--- config.mk ---
export PLATFORM = sky130hd
export DESIGN_NAME = alu_arbiter_flat
export DESIGN_NICKNAME = d
export VERILOG_FILES = /design/src/rtl/alu_arb_pkg.sv /design/src/rtl/alu_arbiter_if.sv /design/src/rtl/rr_arbiter_2.sv /design/src/rtl/alu_arbiter.sv /design/src/flat_wrapper.sv
export SDC_FILE = /design/constraint.sdc
export NUM_CORES = 1
export LEC_CHECK = 0
export CAP_MARGIN = 20
export CORE_ASPECT_RATIO = 1.5
export CORE_MARGIN = 8
export CORE_UTILIZATION = 41
export CTS_CLUSTER_SIZE = 30
export DETAILED_ROUTE_END_ITERATION = 7
export PLACE_DENSITY_LB_ADDON = 0.12
export SYNTH_ARGS = -nofsm -noshare
export SYNTH_HDL_FRONTEND = slang
export SYNTH_SLANG_ARGS = --single-unit
--- constraint.sdc ---
create_clock -name clk -period 4.4 [get_ports clk]
set_clock_uncertainty 0.15 [all_clocks]
set_input_delay 1.32 -clock clk [delete_from_list [all_inputs] [get_ports clk]]
set_output_delay 1.32 -clock clk [all_outputs]
set_load 0.01 [all_outputs]
--- src/rtl/alu_arb_pkg.sv ---
// alu_arb_pkg: shared constants for the ALU arbiter slice.
//   - default operand half-width and watchdog limit
//   - FSM state encoding (IDLE/ISSUE/WAIT/RESP)
//   - ALU opcode constants
package alu_arb_pkg;

   localparam int unsigned ALU_ARB_WIDTH          = 16;
   localparam int unsigned ALU_ARB_TIMEOUT_CYCLES = 64;
   localparam int unsigned OPC_W                  = 3;
   localparam int unsigned STATE_W                = 2;

   localparam logic [STATE_W-1:0] ST_IDLE  = 2'd0;
   localparam logic [STATE_W-1:0] ST_ISSUE = 2'd1;
   localparam logic [STATE_W-1:0] ST_WAIT  = 2'd2;
   localparam logic [STATE_W-1:0] ST_RESP  = 2'd3;

   localparam logic [OPC_W-1:0] OP_ADD = 3'b000;
   localparam logic [OPC_W-1:0] OP_SUB = 3'b001;
   localparam logic [OPC_W-1:0] OP_MUL = 3'b010;
   localparam logic [OPC_W-1:0] OP_DIV = 3'b011;

endpackage

--- src/rtl/alu_arbiter_if.sv ---
// alu_arbiter_if: requester-side bus of the ALU arbiter.
//   req_valid/req_ready   per-requester handshake (bit i = requester i)
//   reqN_opcode/a/b       per-requester operation payload
//   resp_valid            one-cycle response strobe per requester
//   resp_low/high/err     shared response payload, qualified by resp_valid
// master = requester side, slave = arbiter side.
interface alu_arbiter_if #(
   parameter int unsigned WIDTH = alu_arb_pkg::ALU_ARB_WIDTH
);
   logic [1:0]                         req_valid;
   logic [1:0]                         req_ready;
   logic [alu_arb_pkg::OPC_W-1:0]      req0_opcode;
   logic [alu_arb_pkg::OPC_W-1:0]      req1_opcode;
   logic [WIDTH-1:0]                   req0_a;
   logic [WIDTH-1:0]                   req0_b;
   logic [WIDTH-1:0]                   req1_a;
   logic [WIDTH-1:0]                   req1_b;
   logic [1:0]                         resp_valid;
   logic [WIDTH-1:0]                   resp_low;
   logic [WIDTH-1:0]                   resp_high;
   logic                               resp_err;

   modport master (
      output req_valid, req0_opcode, req1_opcode, req0_a, req0_b, req1_a, req1_b,
      input  req_ready, resp_valid, resp_low, resp_high, resp_err
   );

   modport slave (
      input  req_valid, req0_opcode, req1_opcode, req0_a, req0_b, req1_a, req1_b,
      output req_ready, resp_valid, resp_low, resp_high, resp_err
   );
endinterface

--- src/rtl/rr_arbiter_2.sv ---
// rr_arbiter_2: two-way round-robin grant.
//   clk, reset    clock, async active-high reset
//   req_valid     request bits (bit i = requester i)
//   grant_commit  pulse: record commit_id as the last served requester
//   commit_id     requester that was just served
//   grant_c       combinational one-hot grant (0 when nothing is requested)
module rr_arbiter_2 (
   input  logic       clk,
   input  logic       reset,
   input  logic [1:0] req_valid,
   input  logic       grant_commit,
   input  logic       commit_id,
   output logic [1:0] grant_c
);

   logic last_grant;

   // Reset to 1 so requester 0 wins the first contested round.
   always_ff @(posedge clk or posedge reset) begin
      if (reset)             last_grant <= 1'b1;
      else if (grant_commit) last_grant <= commit_id;
   end

   // Under contention the requester that was not served last wins.
   always_comb begin
      grant_c = 2'b00;
      case (req_valid)
         2'b01:   grant_c = 2'b01;
         2'b10:   grant_c = 2'b10;
         2'b11:   grant_c = last_grant ? 2'b01 : 2'b10;
         default: grant_c = 2'b00;
      endcase
   end

endmodule

--- src/rtl/alu_arbiter.sv ---
// alu_arbiter: shares one start/done ALU between two requesters.
//   clk, reset          clock, async active-high reset (ALU shares it)
//   bus (slave)         requester handshake, payload and responses
//   alu_start           one-cycle start pulse, owned exclusively here
//   alu_opcode/a/b      latched operation of the current owner
//   alu_done            ALU completion, honoured only while waiting
//   alu_result_low/high ALU result halves
// Optional macro ALU_ARB_TIMEOUT_EN adds a WAIT watchdog of TIMEOUT_CYCLES
// that answers with resp_err=1 and a zero result; without it resp_err is 0.
module alu_arbiter
   import alu_arb_pkg::*;
#(
   parameter int unsigned WIDTH          = ALU_ARB_WIDTH,
   parameter int unsigned TIMEOUT_CYCLES = ALU_ARB_TIMEOUT_CYCLES
) (
   input  logic              clk,
   input  logic              reset,
   alu_arbiter_if.slave      bus,
   output logic              alu_start,
   output logic [OPC_W-1:0]  alu_opcode,
   output logic [WIDTH-1:0]  alu_a,
   output logic [WIDTH-1:0]  alu_b,
   input  logic              alu_done,
   input  logic [WIDTH-1:0]  alu_result_low,
   input  logic [WIDTH-1:0]  alu_result_high
);

   logic [STATE_W-1:0] state, state_n;
   logic               owner, owner_n;
   logic               start_n;
   logic [OPC_W-1:0]   opcode_n;
   logic [WIDTH-1:0]   a_n, b_n;
   logic [1:0]         resp_valid_q, resp_valid_n;
   logic [WIDTH-1:0]   resp_low_q, resp_low_n;
   logic [WIDTH-1:0]   resp_high_q, resp_high_n;
   logic [1:0]         grant_c;
   logic               commit_c;

`ifdef ALU_ARB_TIMEOUT_EN
   localparam int unsigned CNT_W = $clog2(TIMEOUT_CYCLES + 1);
   logic [CNT_W-1:0] timer, timer_n;
   logic             resp_err_q, resp_err_n;
`endif

   rr_arbiter_2 u_rr (
      .clk          (clk),
      .reset        (reset),
      .req_valid    (bus.req_valid),
      .grant_commit (commit_c),
      .commit_id    (owner),
      .grant_c      (grant_c)
   );

   // Ready only offered in IDLE, and only to the round-robin winner.
   assign bus.req_ready  = (state == ST_IDLE) ? grant_c : 2'b00;
   assign bus.resp_valid = resp_valid_q;
   assign bus.resp_low   = resp_low_q;
   assign bus.resp_high  = resp_high_q;
`ifdef ALU_ARB_TIMEOUT_EN
   assign bus.resp_err   = resp_err_q;
`else
   logic unused_timeout;
   assign unused_timeout = ^32'(TIMEOUT_CYCLES);
   assign bus.resp_err   = 1'b0;
`endif

   // State register and all registered outputs.
   always_ff @(posedge clk or posedge reset) begin
      if (reset) begin
         state        <= ST_IDLE;
         owner        <= 1'b0;
         alu_start    <= 1'b0;
         alu_opcode   <= '0;
         alu_a        <= '0;
         alu_b        <= '0;
         resp_valid_q <= '0;
         resp_low_q   <= '0;
         resp_high_q  <= '0;
`ifdef ALU_ARB_TIMEOUT_EN
         timer        <= '0;
         resp_err_q   <= 1'b0;
`endif
      end else begin
         state        <= state_n;
         owner        <= owner_n;
         alu_start    <= start_n;
         alu_opcode   <= opcode_n;
         alu_a        <= a_n;
         alu_b        <= b_n;
         resp_valid_q <= resp_valid_n;
         resp_low_q   <= resp_low_n;
         resp_high_q  <= resp_high_n;
`ifdef ALU_ARB_TIMEOUT_EN
         timer        <= timer_n;
         resp_err_q   <= resp_err_n;
`endif
      end
   end

   // Next state and next values of registered outputs.
   always_comb begin
      state_n      = state;
      owner_n      = owner;
      start_n      = 1'b0;
      opcode_n     = alu_opcode;
      a_n          = alu_a;
      b_n          = alu_b;
      resp_valid_n = 2'b00;
      resp_low_n   = resp_low_q;
      resp_high_n  = resp_high_q;
      commit_c     = 1'b0;
`ifdef ALU_ARB_TIMEOUT_EN
      timer_n      = timer;
      resp_err_n   = resp_err_q;
`endif
      case (state)
         ST_IDLE: begin
            // grant_c is non-zero only for a valid requester: handshake edge.
            if (|grant_c) begin
               owner_n  = grant_c[1];
               opcode_n = grant_c[1] ? bus.req1_opcode : bus.req0_opcode;
               a_n      = grant_c[1] ? bus.req1_a      : bus.req0_a;
               b_n      = grant_c[1] ? bus.req1_b      : bus.req0_b;
               start_n  = 1'b1;
               state_n  = ST_ISSUE;
            end
         end
         ST_ISSUE: begin
            state_n = ST_WAIT;
`ifdef ALU_ARB_TIMEOUT_EN
            timer_n = '0;
`endif
         end
         ST_WAIT: begin
            if (alu_done) begin
               resp_low_n   = alu_result_low;
               resp_high_n  = alu_result_high;
               resp_valid_n = owner ? 2'b10 : 2'b01;
               state_n      = ST_RESP;
`ifdef ALU_ARB_TIMEOUT_EN
               resp_err_n   = 1'b0;
`endif
            end
`ifdef ALU_ARB_TIMEOUT_EN
            else if (timer == CNT_W'(TIMEOUT_CYCLES - 1)) begin
               resp_low_n   = '0;
               resp_high_n  = '0;
               resp_err_n   = 1'b1;
               resp_valid_n = owner ? 2'b10 : 2'b01;
               state_n      = ST_RESP;
            end else begin
               timer_n = timer + CNT_W'(1);
            end
`endif
         end
         ST_RESP: begin
            // RESP plus the following IDLE keep two cycles between done and next start.
            commit_c = 1'b1;
            state_n  = ST_IDLE;
         end
         default: state_n = ST_IDLE;
      endcase
   end

endmodule

--- src/flat_wrapper.sv ---
// flat-port wrapper written by rule: the top's interface ports become plain ports
module alu_arbiter_flat import alu_arb_pkg::*;
#(
   parameter int unsigned WIDTH          = ALU_ARB_WIDTH,
   parameter int unsigned TIMEOUT_CYCLES = ALU_ARB_TIMEOUT_CYCLES
)
  (clk, reset, alu_start, alu_opcode, alu_a, alu_b, alu_done, alu_result_low, alu_result_high, bus_req_valid, bus_req0_opcode, bus_req1_opcode, bus_req0_a, bus_req0_b, bus_req1_a, bus_req1_b, bus_req_ready, bus_resp_valid, bus_resp_low, bus_resp_high, bus_resp_err);
  alu_arbiter_if #(.WIDTH(WIDTH)) bus_i ();
  input  logic clk;
  input  logic reset;
  output logic alu_start;
  output logic [OPC_W-1:0] alu_opcode;
  output logic [WIDTH-1:0] alu_a;
  output logic [WIDTH-1:0] alu_b;
  input  logic alu_done;
  input  logic [WIDTH-1:0] alu_result_low;
  input  logic [WIDTH-1:0] alu_result_high;
  input wire logic [$bits(bus_i.req_valid)-1:0] bus_req_valid;
  input wire logic [$bits(bus_i.req0_opcode)-1:0] bus_req0_opcode;
  input wire logic [$bits(bus_i.req1_opcode)-1:0] bus_req1_opcode;
  input wire logic [$bits(bus_i.req0_a)-1:0] bus_req0_a;
  input wire logic [$bits(bus_i.req0_b)-1:0] bus_req0_b;
  input wire logic [$bits(bus_i.req1_a)-1:0] bus_req1_a;
  input wire logic [$bits(bus_i.req1_b)-1:0] bus_req1_b;
  output wire logic [$bits(bus_i.req_ready)-1:0] bus_req_ready;
  output wire logic [$bits(bus_i.resp_valid)-1:0] bus_resp_valid;
  output wire logic [$bits(bus_i.resp_low)-1:0] bus_resp_low;
  output wire logic [$bits(bus_i.resp_high)-1:0] bus_resp_high;
  output wire logic [$bits(bus_i.resp_err)-1:0] bus_resp_err;
  assign bus_i.req_valid = bus_req_valid;
  assign bus_i.req0_opcode = bus_req0_opcode;
  assign bus_i.req1_opcode = bus_req1_opcode;
  assign bus_i.req0_a = bus_req0_a;
  assign bus_i.req0_b = bus_req0_b;
  assign bus_i.req1_a = bus_req1_a;
  assign bus_i.req1_b = bus_req1_b;
  assign bus_req_ready = bus_i.req_ready;
  assign bus_resp_valid = bus_i.resp_valid;
  assign bus_resp_low = bus_i.resp_low;
  assign bus_resp_high = bus_i.resp_high;
  assign bus_resp_err = bus_i.resp_err;
  alu_arbiter #(.WIDTH(WIDTH), .TIMEOUT_CYCLES(TIMEOUT_CYCLES)) u_core (.clk(clk), .reset(reset), .bus(bus_i), .alu_start(alu_start), .alu_opcode(alu_opcode), .alu_a(alu_a), .alu_b(alu_b), .alu_done(alu_done), .alu_result_low(alu_result_low), .alu_result_high(alu_result_high));
endmodule
# Word-level counts from Yosys, hierarchy flattened
# Index checks and enable logic that the tools add are counted.
[totals]
reg_bits = 74
inputBits = 107
out_inout_bits = 73
word_cells = 38
[op_classes]
n_eq_ne = 8
n_mux = 15
reduce_logical = 5
[ops]
columns = ["cell", "count"]
rows = [
  ["2-to-1 mux 16 bit", 2],
  ["2-to-1 mux 2 bit", 7],
  ["== test 2 bit (second input constant)", 4],
  ["case mux 2 bit (4 select lines)", 1],
  ["case mux 2 bit (3 select lines)", 1],
  ["AND reduction 2 bit", 3],
  ["== test 2 x 1 -> 1 bit (second input constant)", 2],
  ["inequality test 2 bit (second input constant)", 2],
  ["2-to-1 mux 1 bit", 3],
  ["2-to-1 mux 3 bit", 1],
  ["zero test 2 bit", 1],
  ["OR reduction 2 bit", 1],
]

# Depth between registers and ports, before layout
[logic_depth]
word_depth = 5
depth_mapped = 6
ltp_nobuf = 5

# Modules after synthesis
# From an unflattened synthesis, not the netlist that was laid out.
[unflattened]
hier_cells = 257
hier_area_um2 = 3196.8
[by_module_without_submodules]
columns = ["module", "n_inst", "cells_per_inst", "area_per_inst_um2", "seq_area_each_um2"]
rows = [
  ["alu_arbiter", 1, 250, 3139.3, 1826.8],
  ["rr_arbiter_2", 1, 7, 57.6, 26.3],
]

# Least setup slack after synthesis
# No wires, ideal clock.
[synth_path]
kind = "in2out"
from = "input port bus_req_valid[0]"
to = "output port bus_req_ready[1]"
arrival_ns = 1.943
t_required_ns = 2.930
setup_slack_ns = 0.987
cell_stages = 4
path_buffers = 1
path_cell_list = "and2_1 > nand3b_4 > buf_4 > inv_1"
[synth_via]
elab_chain_cells = 3
elab_cells_between_ends = 5
cone_classes = "eq/ne (3); mux (2)"
[synth_rtl]
columns = ["item", "line_no", "rtl"]
rows = [
  ["start, declared", "flat_wrapper.sv:18", "input wire logic [$bits(bus_i.req_valid)-1:0] bus_req_valid;"],
  ["== test 2 bit or == test 2 x 1 -> 1 bit (tied branches)", "rr_arbiter_2.sv:27", "case (req_valid)"],
  ["case mux 2 bit (3 select lines) *", "rr_arbiter_2.sv:27", ""],
  ["2-to-1 mux 2 bit *", "alu_arbiter.sv:55", "assign bus.req_ready = (state == ST_IDLE) ? grant_c : 2'b00;"],
  ["end, declared", "flat_wrapper.sv:25", "output wire logic [$bits(bus_i.req_ready)-1:0] bus_req_ready;"],
]
# Every way passes the cells marked *; elsewhere a longest branch is shown, timed or not.

# Worst setup path after layout
# Same ends and word-level chain as after synthesis.

==> summary.txt <==
STA
  – Slew headroom: 49.5%
  – Max-slew violations: 0
  – TNS Setup: 0 ns
  – Final hold vios: 0
  – Tcrit/Tclk final: 95.1%
  – RSZ-0062 raised after global routing: no
  – Worst-margin pin slew: 0.757 ns
  – Fmax: 239 MHz
  – Post-layout min period: 4.19 ns
  – Setup violations, final: 0

Setup path
  – Slowest CP cell: clkdlybuf4s50_1
  – Most used cell, CP: clkdlybuf4s50_1
  – Top Family by Delay on Critical Path: buffers and inverters
  – Worst path cell trace: clkdlybuf4s50_1, and2_1, nand3b_4, inv_1, clkdlybuf4s50_1
  – Crit Path Class: in -> out
  – Crit-path max FO: 3
  – CP Data Arrival Time: 2.72 ns
  – CP required: 2.93 ns
  – Critical Path Max Stage Delay: 0.53 ns
  – Worst Setup End Kind: output pin
  – CP bufs+invs: 3
  – Worst Setup Start Kind: input pin

Synthesis
  – Post-synthesis compound-gate area fraction: 16.2%
  – Post-synth EDFFs: 0
  – Main flop type after synthesis: dfrtp_1
  – Syn avg cell area: 13.6 um^2
  – Post-synthesis adder-cell area fraction: 1.56%
  – Ranking of synthesized cells by area: dfrtp_1, mux2_2, o221a_1
  – Yosys top cell area share: 57.0%
  – Synth area leader: dfrtp_1
  – Mapped Area: 0.00320 mm^2
  – Netlist cell types: 26
  – Synth Warn #: 0
  – Mapped Cells: 235
  – Post-synth ARST share: 100%
  – Main combinational cell family by area after synthesis: compound AO/OA/AOI/OAI gates
  – Register bit total from synthesis: 74
  – Syn nets: 346
  – Simple-gate share of the synthesized area: 8.90%
  – Mux cell area share after synthesis: 11.6%
  – Register area share after synthesis: 57.8%
  – Post-synthesis xor/xnor area fraction: 0%

Routing
  – Drt wl/cell: 19.6 um
  – DR DRC count: 0
  – Vias per inst: 5.09
  – Detailed Route WL: 10,200 um
  – Via Count: 2,668
  – Initial DRC Count: 154
  – ANT nets after route: 0
  – DRT Pass-1 Iters: 4

Die
  – Die Width: 88.2 um
  – Initial Util: 42.1%
  – Core area: 0.00761 mm^2
  – # rows: 39
  – Die H: 124 um
  – Die ar.: 0.0110 mm^2
  – Num ports: 180

Clocking
  – H-tree depth: 3
  – Cts hold-fix bufs: 0
  – CTS tree: built
  – Clock Path Buffers: 2
  – # clock sinks: 74
  – Skew-Pair Late Insertion Delay: 0.32 ns
  – Clock Pin Slew Worst Setup and Hold Paths: 0.06 ns
  – Root Driver: clkbuf_16
  – Num CTS Buffers: 9
  – Post_cts resized: 0
  – # Post-CTS Setup Buffers: 0

Job
  – Maxcap violations: 0

Min path
  – Worst min-delay path category: reg -> reg

GRT
  – Antenna violations before repair: 0
  – Largest net degree at the start of global routing: 42
  – GRT Total Usage: 19.3%
  – Grt total ovfl: 0
  – Global-route wire length before repair: 16,200 um
  – Vias in the first global route: 2,884

Layout
  – Layout area overhead: 69.0%
  – Layout Nets: 529
  – Share of cells above drive strength 1: 15.9%
  – Fill count: 586
  – # diodes: 0

Power
  – Pwr dens: 695 mW/mm^2
  – Leak Pwr: 2.22 nW
  – Max VDD drop: 407 uV
  – Total power: 3.76 mW

Place
  – Dpl hpwl: 7710 um
  – Routability cong.: 0.732
  – Port bufs: 178

Status
  – Run status: complete, no violations
==> path summary, 6_finish.rpt <==
check / from / to / slack (ns) / cells past startpoint
max: bus_req_valid[0] / bus_req_ready[1] / 0.21 / 5
min: u_core.bus.resp_low[10] / u_core.bus.resp_low[10] / 0.35 / 1
max reg2reg: u_core.state[0] / u_core.alu_b[6] / 2.46 / 7
min reg2reg: u_core.bus.resp_low[10] / u_core.bus.resp_low[10] / 0.35 / 1
max in group asynchronous: reset / u_core.u_rr.last_grant / 2.05 / 3
min in group asynchronous: reset / u_core.bus.resp_high[5] / 1.31 / 2
==> stage by stage <==
step / setup WS [ns] / cell area, um^2 / std cells / utilization [%] / hold WS, ns
2_1_floorplan: 0.987 / 3200 / 235 / - / 0.290
3_3_place_gp: 0.227 / 5110 / 509 / 67.2 / 0.335
3_5_place_dp: 0.210 / 5110 / 509 / 67.2 / 0.342
4_1_cts: 0.208 / 5420 / 524 / 71.2 / 0.355
5_1_grt: 0.145 / 5420 / 524 / 71.2 / 0.361
6_report: 0.215 / 5420 / 524 / 71.2 / 0.351
==> registers in the layout, summed over array words and instances (netlist names) <==
name                    cells
u_core.alu_a               16
u_core.alu_b               16
u_core.alu_opcode           3
u_core.alu_start            1
u_core.bus.resp_high       16
u_core.bus.resp_low        16
u_core.bus.resp_valid       2
u_core.owner                1
u_core.state                2
u_core.u_rr.last_grant      1
==> synthesized netlist by cell type, types with 2 or more instances <==
library cell / number
ha_1: 4
o221a_1: 29
o221a_2: 6
dfrtp_1: 73
nor2b_1: 3
o22a_1: 3
nor2_1: 7
buf_2: 12
buf_4: 4
o32a_1: 4
mux2_2: 33
nand2b_1: 29
a21oi_1: 7
inv_1: 8
nand2_1: 2
==> placed cells by master, fill, tap and decap left out, drive strengths merged, types with 4 or more instances in the layout <==
cell / n
o32a: 4
dfrtp: 73
clkbuf: 12
mux2: 33
nand2b: 29
buf: 10
a21oi: 7
inv: 8
clkdlybuf4s50: 178
o221a: 35
nor2: 7
ha: 4
==> logic make-up after synthesis <==
group,after synthesis
AOI/OAI and AO/OA,53
adders and majority gates,4
buffers and inverters,24
DFF,74
muxes,33
other,1
and+or+nand+nor,46
==> power breakdown <==
| part | switching (mW) | leakage (nW) | internal [mW] |
|---|---|---|---|
| clock | 0.265 | 0.147 | 0.493 |
| sequential | 0.175 | 0.851 | 1.03 |
| combinational | 0.701 | 1.22 | 1.10 |
==> layer usage <==
metal | part of all wire (%) | GRT usage (%)
met5 | 0 | 0
met4 | 2.4 | 9.11
met3 | 8.7 | 6.14
met2 | 51 | 32.1
met1 | 38 | 21.3
==> final cells by class <==
type | count | area, um^2 | share of cell area (%)
clock inverter | 3 | 65.1 | 1.20
sequential | 74 | 1850 | 34.2
inverter | 8 | 30.0 | 0.554
clock buffer | 12 | 236 | 4.37
timing repair buffer | 188 | 1870 | 34.5
tap | 102 | 128 | 2.36
multi-input combinational | 137 | 1230 | 22.8
(Power assumes the default switching activity.)
